[src/rtl/rvvi_pkg.sv]
// Shared types and constants for the RVVI retirement tracer.
// Event fields are sized for the widest legal ILEN/XLEN; narrower builds zero-extend.
package rvvi_pkg;

    localparam int MAX_ILEN = 32;
    localparam int MAX_XLEN = 64;

    localparam logic [1:0] IXL_32 = 2'd1;
    localparam logic [1:0] IXL_64 = 2'd2;

    typedef enum logic [0:0] {
        RUN    = 1'b0,
        HALTED = 1'b1
    } tracer_state_e;

    typedef struct packed {
        logic [MAX_ILEN-1:0] insn;
        logic [MAX_XLEN-1:0] pc;
        logic [MAX_XLEN-1:0] next_pc;
        logic                trap;
        logic                halt;
        logic [1:0]          mode;
        logic                rd_we;
        logic [4:0]          rd_addr;
        logic [MAX_XLEN-1:0] rd_wdata;
    } retire_event_t;

    // x0 is hardwired, so a write to it never raises a writeback flag.
    function automatic logic [31:0] wb_mask(input logic rd_we, input logic [4:0] rd_addr);
        logic [31:0] mask;
        mask = 32'd0;
        if (rd_we && (rd_addr != 5'd0)) begin
            mask[rd_addr] = 1'b1;
        end else begin
            mask = 32'd0;
        end
        return mask;
    endfunction

endpackage

[src/rtl/rvvi_event_fifo.sv]
// Synchronous FIFO of retirement events; pointers carry one extra wrap bit
// so that full and empty are distinguishable.
module rvvi_event_fifo
    import rvvi_pkg::*;
#(
    parameter int DEPTH = 2
) (
    input  logic          clk,
    input  logic          rst,
    input  logic          push,
    input  retire_event_t push_data,
    input  logic          pop,
    output retire_event_t head,
    output logic          full,
    output logic          empty
);

    localparam int AW = $clog2(DEPTH);
    localparam logic [AW:0] PTR_ONE = {{AW{1'b0}}, 1'b1};

    retire_event_t mem_r [DEPTH];
    logic [AW:0]   wr_ptr_r;
    logic [AW:0]   rd_ptr_r;
    logic          push_ok_s;
    logic          pop_ok_s;

    assign empty     = (wr_ptr_r == rd_ptr_r);
    assign full      = (wr_ptr_r[AW] != rd_ptr_r[AW]) && (wr_ptr_r[AW-1:0] == rd_ptr_r[AW-1:0]);
    assign pop_ok_s  = pop & ~empty;
    // A pop in the same cycle frees the slot a push into a full FIFO needs.
    assign push_ok_s = push & (~full | pop_ok_s);
    assign head      = mem_r[rd_ptr_r[AW-1:0]];

    // Read/write pointer update.
    always_ff @(posedge clk) begin
        if (rst) begin
            wr_ptr_r <= '0;
            rd_ptr_r <= '0;
        end else begin
            if (push_ok_s) begin
                wr_ptr_r <= wr_ptr_r + PTR_ONE;
            end
            if (pop_ok_s) begin
                rd_ptr_r <= rd_ptr_r + PTR_ONE;
            end
        end
    end

    // Entry storage; contents are don't-care until written.
    always_ff @(posedge clk) begin
        if (push_ok_s) begin
            mem_r[wr_ptr_r[AW-1:0]] <= push_data;
        end
    end

endmodule

[src/rtl/rvvi_retire_tracer.sv]
// RVVI trace producer: buffers commit-stage retirements and publishes one
// registered RVVI record per pop, maintaining a shadow X file and order count.
module rvvi_retire_tracer
    import rvvi_pkg::*;
#(
    parameter int ILEN       = 32,
    parameter int XLEN       = 32,
    parameter int FIFO_DEPTH = 2
) (
    input  logic                 clk,
    input  logic                 rst,
    input  logic                 ret_valid,
    output logic                 ret_ready,
    input  logic [ILEN-1:0]      ret_insn,
    input  logic [XLEN-1:0]      ret_pc,
    input  logic [XLEN-1:0]      ret_next_pc,
    input  logic                 ret_trap,
    input  logic                 ret_halt,
    input  logic [1:0]           ret_mode,
    input  logic                 ret_rd_we,
    input  logic [4:0]           ret_rd_addr,
    input  logic [XLEN-1:0]      ret_rd_wdata,
    input  logic                 trc_hold,
    output logic                 rvvi_valid,
    output logic [63:0]          rvvi_order,
    output logic [ILEN-1:0]      rvvi_insn,
    output logic                 rvvi_trap,
    output logic                 rvvi_halt,
    output logic                 rvvi_intr,
    output logic [1:0]           rvvi_mode,
    output logic [1:0]           rvvi_ixl,
    output logic [XLEN-1:0]      rvvi_pc_rdata,
    output logic [XLEN-1:0]      rvvi_pc_wdata,
    output logic [31:0][XLEN-1:0] rvvi_x_wdata,
    output logic [31:0]          rvvi_x_wb
);

    localparam logic [1:0] IXL = (XLEN == 64) ? IXL_64 : IXL_32;

    tracer_state_e         state_r;
    tracer_state_e         state_next_s;
    retire_event_t         push_data_s;
    retire_event_t         head_s;
    logic                  fifo_full_s;
    logic                  fifo_empty_s;
    logic                  push_s;
    logic                  pop_s;
    logic                  trap_pend_r;
    logic [63:0]           order_cnt_r;
    logic [31:0][XLEN-1:0] shadow_r;
    logic                  unused_hi_s;

    assign ret_ready    = (state_r == RUN) && !fifo_full_s;
    assign push_s       = ret_valid & ret_ready;
    assign pop_s        = !fifo_empty_s && !trc_hold;
    assign rvvi_ixl     = IXL;
    assign rvvi_x_wdata = shadow_r;
    // Upper bits of the max-width event fields are dropped on narrow builds.
    assign unused_hi_s  = ^{head_s.insn, head_s.pc, head_s.next_pc, head_s.rd_wdata};

    // Pack the incoming retirement into the widest event layout.
    always_comb begin
        push_data_s          = '0;
        push_data_s.insn     = MAX_ILEN'(ret_insn);
        push_data_s.pc       = MAX_XLEN'(ret_pc);
        push_data_s.next_pc  = MAX_XLEN'(ret_next_pc);
        push_data_s.trap     = ret_trap;
        push_data_s.halt     = ret_halt;
        push_data_s.mode     = ret_mode;
        push_data_s.rd_we    = ret_rd_we;
        push_data_s.rd_addr  = ret_rd_addr;
        push_data_s.rd_wdata = MAX_XLEN'(ret_rd_wdata);
    end

    rvvi_event_fifo #(
        .DEPTH(FIFO_DEPTH)
    ) u_fifo (
        .clk      (clk),
        .rst      (rst),
        .push     (push_s),
        .push_data(push_data_s),
        .pop      (pop_s),
        .head     (head_s),
        .full     (fifo_full_s),
        .empty    (fifo_empty_s)
    );

    // Tracer state register.
    always_ff @(posedge clk) begin
        if (rst) begin
            state_r <= RUN;
        end else begin
            state_r <= state_next_s;
        end
    end

    // Accepting a halting instruction closes the input; only reset reopens it.
    always_comb begin
        state_next_s = state_r;
        case (state_r)
            RUN: begin
                if (push_s && ret_halt) begin
                    state_next_s = HALTED;
                end else begin
                    state_next_s = RUN;
                end
            end
            HALTED:  state_next_s = HALTED;
            default: state_next_s = RUN;
        endcase
    end

    // Publish: load the RVVI record and apply the shadow-file write on the same edge.
    always_ff @(posedge clk) begin
        if (rst) begin
            rvvi_valid    <= 1'b0;
            rvvi_order    <= 64'd0;
            rvvi_insn     <= '0;
            rvvi_trap     <= 1'b0;
            rvvi_halt     <= 1'b0;
            rvvi_intr     <= 1'b0;
            rvvi_mode     <= 2'd0;
            rvvi_pc_rdata <= '0;
            rvvi_pc_wdata <= '0;
            rvvi_x_wb     <= 32'd0;
            shadow_r      <= '0;
            order_cnt_r   <= 64'd0;
            trap_pend_r   <= 1'b0;
        end else if (pop_s) begin
            rvvi_valid    <= 1'b1;
            rvvi_order    <= order_cnt_r;
            order_cnt_r   <= order_cnt_r + 64'd1;
            rvvi_insn     <= head_s.insn[ILEN-1:0];
            rvvi_trap     <= head_s.trap;
            rvvi_halt     <= head_s.halt;
            rvvi_intr     <= trap_pend_r;
            trap_pend_r   <= head_s.trap;
            rvvi_mode     <= head_s.mode;
            rvvi_pc_rdata <= head_s.pc[XLEN-1:0];
            rvvi_pc_wdata <= head_s.next_pc[XLEN-1:0];
            rvvi_x_wb     <= wb_mask(head_s.rd_we, head_s.rd_addr);
            if (head_s.rd_we && (head_s.rd_addr != 5'd0)) begin
                shadow_r[head_s.rd_addr] <= head_s.rd_wdata[XLEN-1:0];
            end
        end else begin
            rvvi_valid <= 1'b0;
            rvvi_x_wb  <= 32'd0;
        end
    end

endmodule

[config.mk]
export PLATFORM = sky130hd
export DESIGN_NAME = rvvi_retire_tracer
export DESIGN_NICKNAME = d
export VERILOG_FILES = /design/src/rtl/rvvi_pkg.sv /design/src/rtl/rvvi_event_fifo.sv /design/src/rtl/rvvi_retire_tracer.sv
export SDC_FILE = /design/constraint.sdc
export NUM_CORES = 2
export LEC_CHECK = 0
export CORE_AREA = 2 2 528 530
export CTS_CLUSTER_DIAMETER = 50
export DETAILED_ROUTE_END_ITERATION = 10
export DIE_AREA = 0 0 530 532
export PLACE_DENSITY_LB_ADDON = 0.25
export SKIP_LAST_GASP = 1
export SLEW_MARGIN = 10
export SYNTH_ARGS = -nofsm -noshare
export SYNTH_HDL_FRONTEND = slang
export SYNTH_SLANG_ARGS = --single-unit
export TNS_END_PERCENT = 1
[constraint.sdc]
create_clock -name clk -period 7.8 [get_ports clk]
set_input_delay 0.78 -clock clk [delete_from_list [all_inputs] [get_ports clk]]
set_output_delay 0.78 -clock clk [all_outputs]
set_load 0.1 [all_outputs]
# ---- Word level (Yosys, flattened, before mapping)
# Memories as Yosys holds them, arrays and structs flattened. A register that Yosys moved wholly into a read port is not among the register bits.
# Cells that the tools add are included.
dict set report classes {
  n_addsub 3
  n_mul 0
  div_mod_pow 0
  n_lt_le_gt_ge 2
  n_eq_ne 3
  n_shift 0
  muxes 12
  n_bitwise 9
  n_reduce_logical 12
}
# operator n
set op_table {}
lappend op_table {{1024-bit bitwise mux} 1}
lappend op_table {{32-bit demux with 5-bit select} 1}
lappend op_table {{64-bit by 1-bit adder with 64-bit output, second input constant} 1}
lappend op_table {{32-bit two-way mux} 1}
lappend op_table {{1-bit two-way mux} 7}
lappend op_table {{1-bit logical AND} 6}
lappend op_table {{5-bit by 6-bit less-than comparator with 1-bit output, second input constant} 1}
lappend op_table {{1-bit demux with 5-bit select} 1}
lappend op_table {{5-bit by 1-bit >= comparator with 1-bit output, second input constant} 1}
lappend op_table {{1-bit NOT} 5}
lappend op_table {{5-bit nonzero test} 1}
lappend op_table {{2-bit by 1-bit adder with 2-bit output, second input constant} 2}
lappend op_table {{1-bit AND} 3}
lappend op_table {{1-bit logical NOT} 3}
lappend op_table {{3-bit OR reduction} 1}
lappend op_table {{2-bit equality test} 1}
lappend op_table {{1-bit one-hot mux with 2 select lines} 1}
lappend op_table {{2-bit AND reduction} 1}
lappend op_table {{1-bit equality test} 1}
lappend op_table {{1-bit inequality test} 1}
lappend op_table {{1-bit bitwise OR} 1}
dict set report word_totals {
  register_bits 1291
  latch_bits 0
  ramBits 276
  mem_bits_ro 0
  inputBits 142
  out_inout_bits 1225
  wordCells 88
  memories 1
}
# name depth width read_ports rd_ports_with_merged_regs write_ports line_no
set memory_table {}
lappend memory_table {u_fifo.mem_r 2 138 1 1 1 rvvi_event_fifo.sv:21} ;# retire_event_t mem_r [DEPTH];

# ---- Logic depth before layout (Yosys ltp)
dict set report depth {
  ltp_word 8
  depth_mapped 9
  mapped_depth_nobuf 6
}

# ---- Cells and area by module
# From an unflattened synthesis, not the netlist that was laid out.
dict set report hier_totals {
  hier_cells 6462
  area_unflattened_um2 61800.5
}
# module instances cells_per_inst area_each_um2 seq_area_each_um2
set by_module_without_submodules {}
lappend by_module_without_submodules {rvvi_retire_tracer 1 5699 44574.0 25764.7}
lappend by_module_without_submodules {rvvi_event_fifo 1 763 17226.5 14153.6}

# ---- Worst setup path after synthesis
# No wires, ideal clock.
dict set report synth_timing {
  kind {reg-to-reg}
  from {register u_fifo.wr_ptr_r[1]}
  to {memory u_fifo.mem_r[0][0] (netlist name) (enable)}
  setup_time_ns 0.638
  t_arrival_ns 8.259
  required_ns 7.162
  slack_ns -1.097
  path_stages_with_launch 5
  n_path_buf 0
  synth_period_minus_slack_ns 8.897
  path_cell_list {dfxtp_1 > xor2_1 > a21oi_1 > nand2_1 > nor2_1}
}
dict set report synth_via {
  elab_chain_len 8
  elab_cells_between_ends 15
  classes_between {2 x eq/ne; 2 x mux; 6 x bitwise; 5 x reduce/logical}
}
# element line_no
set synth_rtl {}
lappend synth_rtl {{from (decl)} rvvi_event_fifo.sv:22} ;# logic [AW:0] wr_ptr_r;
lappend synth_rtl {{from (signal assigned)} rvvi_event_fifo.sv:41} ;# wr_ptr_r <= wr_ptr_r + PTR_ONE;
lappend synth_rtl {{1-bit inequality test} rvvi_event_fifo.sv:28} ;# assign full = (wr_ptr_r[AW] != rd_ptr_r[AW]) && (wr_ptr_r[AW-1:0] == rd_ptr_r[AW-1:0]);
lappend synth_rtl {{1-bit logical AND} rvvi_event_fifo.sv:28}
lappend synth_rtl {{1-bit logical NOT} rvvi_retire_tracer.sv:53} ;# assign ret_ready = (state_r == RUN) && !fifo_full_s;
lappend synth_rtl {{1-bit logical AND} rvvi_retire_tracer.sv:53}
lappend synth_rtl {{named net ret_ready} rvvi_retire_tracer.sv:13} ;# output logic ret_ready,
lappend synth_rtl {{1-bit AND} rvvi_retire_tracer.sv:54} ;# assign push_s = ret_valid & ret_ready;
lappend synth_rtl {{1-bit AND} rvvi_event_fifo.sv:31} ;# assign push_ok_s = push & (~full | pop_ok_s);
lappend synth_rtl {{1-bit two-way mux} rvvi_event_fifo.sv:51} ;# if (push_ok_s) begin
lappend synth_rtl {{1-bit two-way mux (implied by the code)} rvvi_event_fifo.sv:52} ;# mem_r[wr_ptr_r[AW-1:0]] <= push_data;
lappend synth_rtl {{to (decl)} rvvi_event_fifo.sv:21}
# The timed path passes the listed nets, and every way through them passes these cells.

# ---- Worst setup path after layout
dict set report layout_timing {
  from {register u_fifo.wr_ptr_r[1]}
  to {output port ret_ready}
}
dict set report layout_via {
  elab_chain_len 4
}
# element line_no
set layout_rtl {}
lappend layout_rtl {{1-bit inequality test} rvvi_event_fifo.sv:28}
lappend layout_rtl {{1-bit logical AND} rvvi_event_fifo.sv:28}
lappend layout_rtl {{1-bit logical NOT} rvvi_retire_tracer.sv:53}
lappend layout_rtl {{1-bit logical AND} rvvi_retire_tracer.sv:53}
lappend layout_rtl {{to (decl)} rvvi_retire_tracer.sv:13}
# No other way between the ends.

==> results.md <==
- Max-slew headroom: between 20% and 30%
- Sequential element share of the synthesized area: about 59%
- Area growth syn-to-layout: 43.3%
- Worst path bufs/invs: 1
- Switching Power: approximately 8.3 mW
- Initial antenna violation count: 55
- CP Cell Sequence: xor2_1, a21oi_1, clkdlybuf4s50_1
- Row count: a little under 200
- Io pins: ~1400
- CTS Buffer Depth: 4
- # clock sinks: about 1600
- Average wire per standard cell: 25.8 µm
- H-tree levels: 4
- Max layer used: met5
- Clock Tree Root: clkbuf_16
- Main combinational cell family by area after synthesis: simple AND/OR/NAND/NOR gates
- Router iterations before antenna repair: 5
- Max Fanout on Critical Path: 8
- XOR/XNOR Fraction of Synth Area: less than 1%
- Hold_buf cts: 0
- Placed cell area: between 70000 and 80000 µm²
- Via Count: 44376
- Yosys warnings: 0
- First-pass GRT wire length: around 360 mm
- Largest stage delay, worst path: 1.12 ns
- Die area: about 280000 µm²
- Drt drc: 0
- Post-synth ARST share: 0%
- Layout cells sized above 1: under 10%
- Status: completed
- Sw Ratio: between 30% and 40%
- Pint: between 15 and 20 mW
- Pleak: slightly below 30 nW
- DR vias/cell: about 4.4
- Hold crit path type: input pin to register
- Largest net degree at the start of global routing: 202
- Combinational share of power: 20.9%
- Total power draw: approximately 24 mW
- Setup CP Type: register to output pin
- Share of power burned in registers: a little under two fifths
- Synth Area in Adders: 0.0218%
- Max-Cap Viols: 0
- Post-CTS Setup Bufs: 0
- Main flop type after synthesis: dfxtp_1
- Metal1 wirelength: ~110 mm
- Pre-CTS WS: 3.73 ns
- CP arrival: around 3.4 ns
- Final #Nets: around 6400
- Metal3 WL: about 21 mm
- Num CTS Buffers: ~220
- Initial core utilization: 20.8%
- GR Overflow Total: 0
- Total wire length: around 260 mm
- Starting DRC count in detailed routing: roughly 2700
- Simple logic cell fraction of the synthesized area: 17.4%
- Syn Inst Count: 5087
- Clock transition at the registers of the reported paths: roughly 0.060 ns
- Worst Slack Setup Final: roughly 3.6 ns
- Largest delay contributor family on the critical path: buffers and inverters
- Die Width: around 530 µm
- Total length of routed met2 wires: 123 mm
- Final setup fails: 0
- Worst-margin pin slew: roughly 1.2 ns
- Post-synth design cell area: approximately 57000 µm²
- Critical Path Slowest Stage Cell: clkdlybuf4s50_1
- Post-DP HPWL: 170 mm
- Post-route setup TNS: 0 ns
- Resize count post-CTS: 0
- Critical path required time: between 7 and 8 ns
- Synth Area per Inst: 11.3 µm²
- Vias in the first global route: roughly 44000
- Slew Viols, Final: 0
- CTS tree: built
- Clock Latency Late Sink: 0.86 ns
- RSZ-0062 raised after global routing: no
- Antenna Nets Post-Route: 0
- Mux contribution to synthesized area: just under 7%
- Critical path startpoint category: register
- Register bit total from synthesis: around 1600
- Fin crit share: 53.4%
- IO Port Bufs: between 1000 and 1500
- Fin Clk Skew: 0.0521 ns
- Hold violation count in the final report: 0
- Number of flops mapped to enable cells by yosys: between 200 and 300
- GRT Overall Usage: between 15 and 20%
- Die height: 532 µm
- Final instance area: slightly above 80000 µm²
- Maximum vdd ir drop: 0.241 mV
- Yosys cell types: 61
- Gpl congestion: 0.764
- FMAX: between 0.2 and 0.25 GHz
- Clock share of power: roughly 42%
- Area fraction in compound gates after synthesis: about an eighth
- Power per cell area: around 300 nW/µm²
- Kind of end point of the critical path: output pin
- CORE AREA: 276000 µm²
- Post-layout min period: about 4.2 ns
==> sequential cells by signal, summed over array words and instances, names as in the netlist, named ones only <==
register and flops:
rvvi_x_wb 32, u_fifo.rd_ptr_r 2, rvvi_intr 1, rvvi_halt 1, rvvi_pc_rdata 32, u_fifo.wr_ptr_r 2, rvvi_order 64, rvvi_insn 32
rvvi_valid 1, state_r 1, u_fifo.mem_r 276, rvvi_x_wdata 1024, rvvi_mode 2, trap_pend_r 1, rvvi_pc_wdata 32, order_cnt_r 64
==> layout by cell type, fill, tap and decap left out, types with 10 or more instances in the layout <==
| cell type | n |
|---|---|
| clkinv_4 | 16 |
| or4_1 | 16 |
| o21ai_1 | 25 |
| nor2b_1 | 37 |
| a211oi_1 | 100 |
| clkinv_2 | 29 |
| inv_6 | 22 |
| nand2b_1 | 261 |
| nor3b_1 | 641 |
| o21bai_1 | 640 |
| nand3b_1 | 97 |
| clkdlybuf4s50_1 | 1344 |
| o31ai_1 | 16 |
| bufinv_16 | 27 |
| or3_1 | 21 |
| mux2i_1 | 388 |
| xor2_1 | 12 |
| xnor2_1 | 16 |
| nand2_2 | 10 |
| o21ai_0 | 98 |
| nand3_1 | 18 |
| clkbuf_16 | 222 |
| nand4_1 | 22 |
| edfxtp_1 | 276 |
| dfxtp_1 | 1291 |
| clkbuf_1 | 30 |
| or2_4 | 25 |
| clkinvlp_4 | 16 |
| clkbuf_8 | 20 |
| diode_2 | 22 |
| buf_4 | 88 |
| nor2_1 | 177 |
| nand2_1 | 173 |
| nor3_4 | 19 |
| a21oi_1 | 106 |
==> stage by stage <==
stage / hold slack (ns) / std cells / util (%)
after global placement: 0.444 / 9729 / 27.1
after global routing: 0.413 / 10142 / 29.8
final: 0.450 / 10150 / 29.8
after detailed placement: 0.447 / 9731 / 27.1
after CTS: 0.357 / 10128 / 29.8
after floorplan: 0.438 / 5088 / -
==> kinds of logic (layout without fill, tap and decap cells) <==
| kind of cell | after synthesis | after routing |
|---|---|---|
| other | 2 | 25 |
| AO/OA/AOI/OAI | 1005 | 1005 |
| XOR/XNOR | 28 | 28 |
| AND/OR/NAND/NOR | 1577 | 1577 |
| multiplexers | 391 | 391 |
| flip-flops | 1568 | 1568 |
| buffers and inverters | 515 | 1850 |
| adder cells (fa/ha/maj) | 1 | 1 |
==> power by group through the flow <==
stage	clock (mW)	combinational [mW]	sequential [mW]
after CTS	10.6	5.24	8.96
final	10.4	5.11	8.95
after global routing	10.9	5.34	9.00
after floorplan	0	1.57	10.8
after detailed placement	0	5.23	9.12
after global placement	0	5.20	9.11
==> routing by layer <==
layer	up-vias	GRT usage [%]
li1	20236	-
met1	22122	21.2
met2	1577	29.4
met3	415	5.45
met4	26	7.24
met5	-	0
==> synth_stat cells (5+ instances only) <==
| master | instances | area share [%] |
|---|---|---|
| nor4_1 | 7 | 0.076 |
| nor2_1 | 178 | 1.2 |
| or2_2 | 31 | 0.34 |
| nor3_1 | 8 | 0.070 |
| a21oi_1 | 107 | 0.93 |
| buf_1 | 36 | 0.24 |
| nor3_2 | 19 | 0.33 |
| o21ai_0 | 99 | 0.86 |
| buf_4 | 12 | 0.16 |
| nand3b_1 | 97 | 1.3 |
| nor2b_1 | 37 | 0.40 |
| a211oi_1 | 100 | 1.3 |
| inv_1 | 9 | 0.059 |
| or4_1 | 16 | 0.21 |
| clkbuf_1 | 368 | 2.4 |
| nand4_1 | 22 | 0.24 |
| nand3_1 | 18 | 0.16 |
| buf_2 | 88 | 0.77 |
| xnor2_1 | 16 | 0.24 |
| mux2i_1 | 388 | 6.8 |
| or3_1 | 24 | 0.26 |
| xor2_1 | 12 | 0.18 |
| nor3b_1 | 641 | 8.4 |
| dfxtp_1 | 1292 | 45 |
| o21bai_1 | 640 | 8.4 |
| and3_1 | 6 | 0.065 |
| edfxtp_1 | 276 | 14 |
| o31ai_1 | 16 | 0.21 |
| nand2b_1 | 261 | 2.8 |
| nand2_1 | 189 | 1.2 |
| o21ai_1 | 25 | 0.22 |
| nor2_2 | 5 | 0.054 |
==> final timing paths <==
| path | startpoint | endpoint | slack [ns] | cells past startpoint |
|---|---|---|---|---|
| worst max-delay path | u_fifo.wr_ptr_r[1] | ret_ready | 3.64 | 3 |
| worst max register to register | register | rvvi_x_wdata[498] | 4.15 | 7 |
| worst min-delay path | rst | rvvi_pc_rdata[31] | 0.45 | 2 |
| worst min register to register | rvvi_order[14] | rvvi_order[14] | 0.45 | 2 |
==> cell type report <==
type | count | area (µm²)
clock buffer | 272 | 5940
tap | 3705 | 4640
inverter | 9 | 33.8
antenna | 22 | 55.1
sequential | 1568 | 34200
timing repair buffer | 1444 | 14400
multi-input combinational | 3005 | 21500
fill | 28361 | 193000
clock inverter | 125 | 1610
Note: power is estimated with default switching activity, not from simulation.
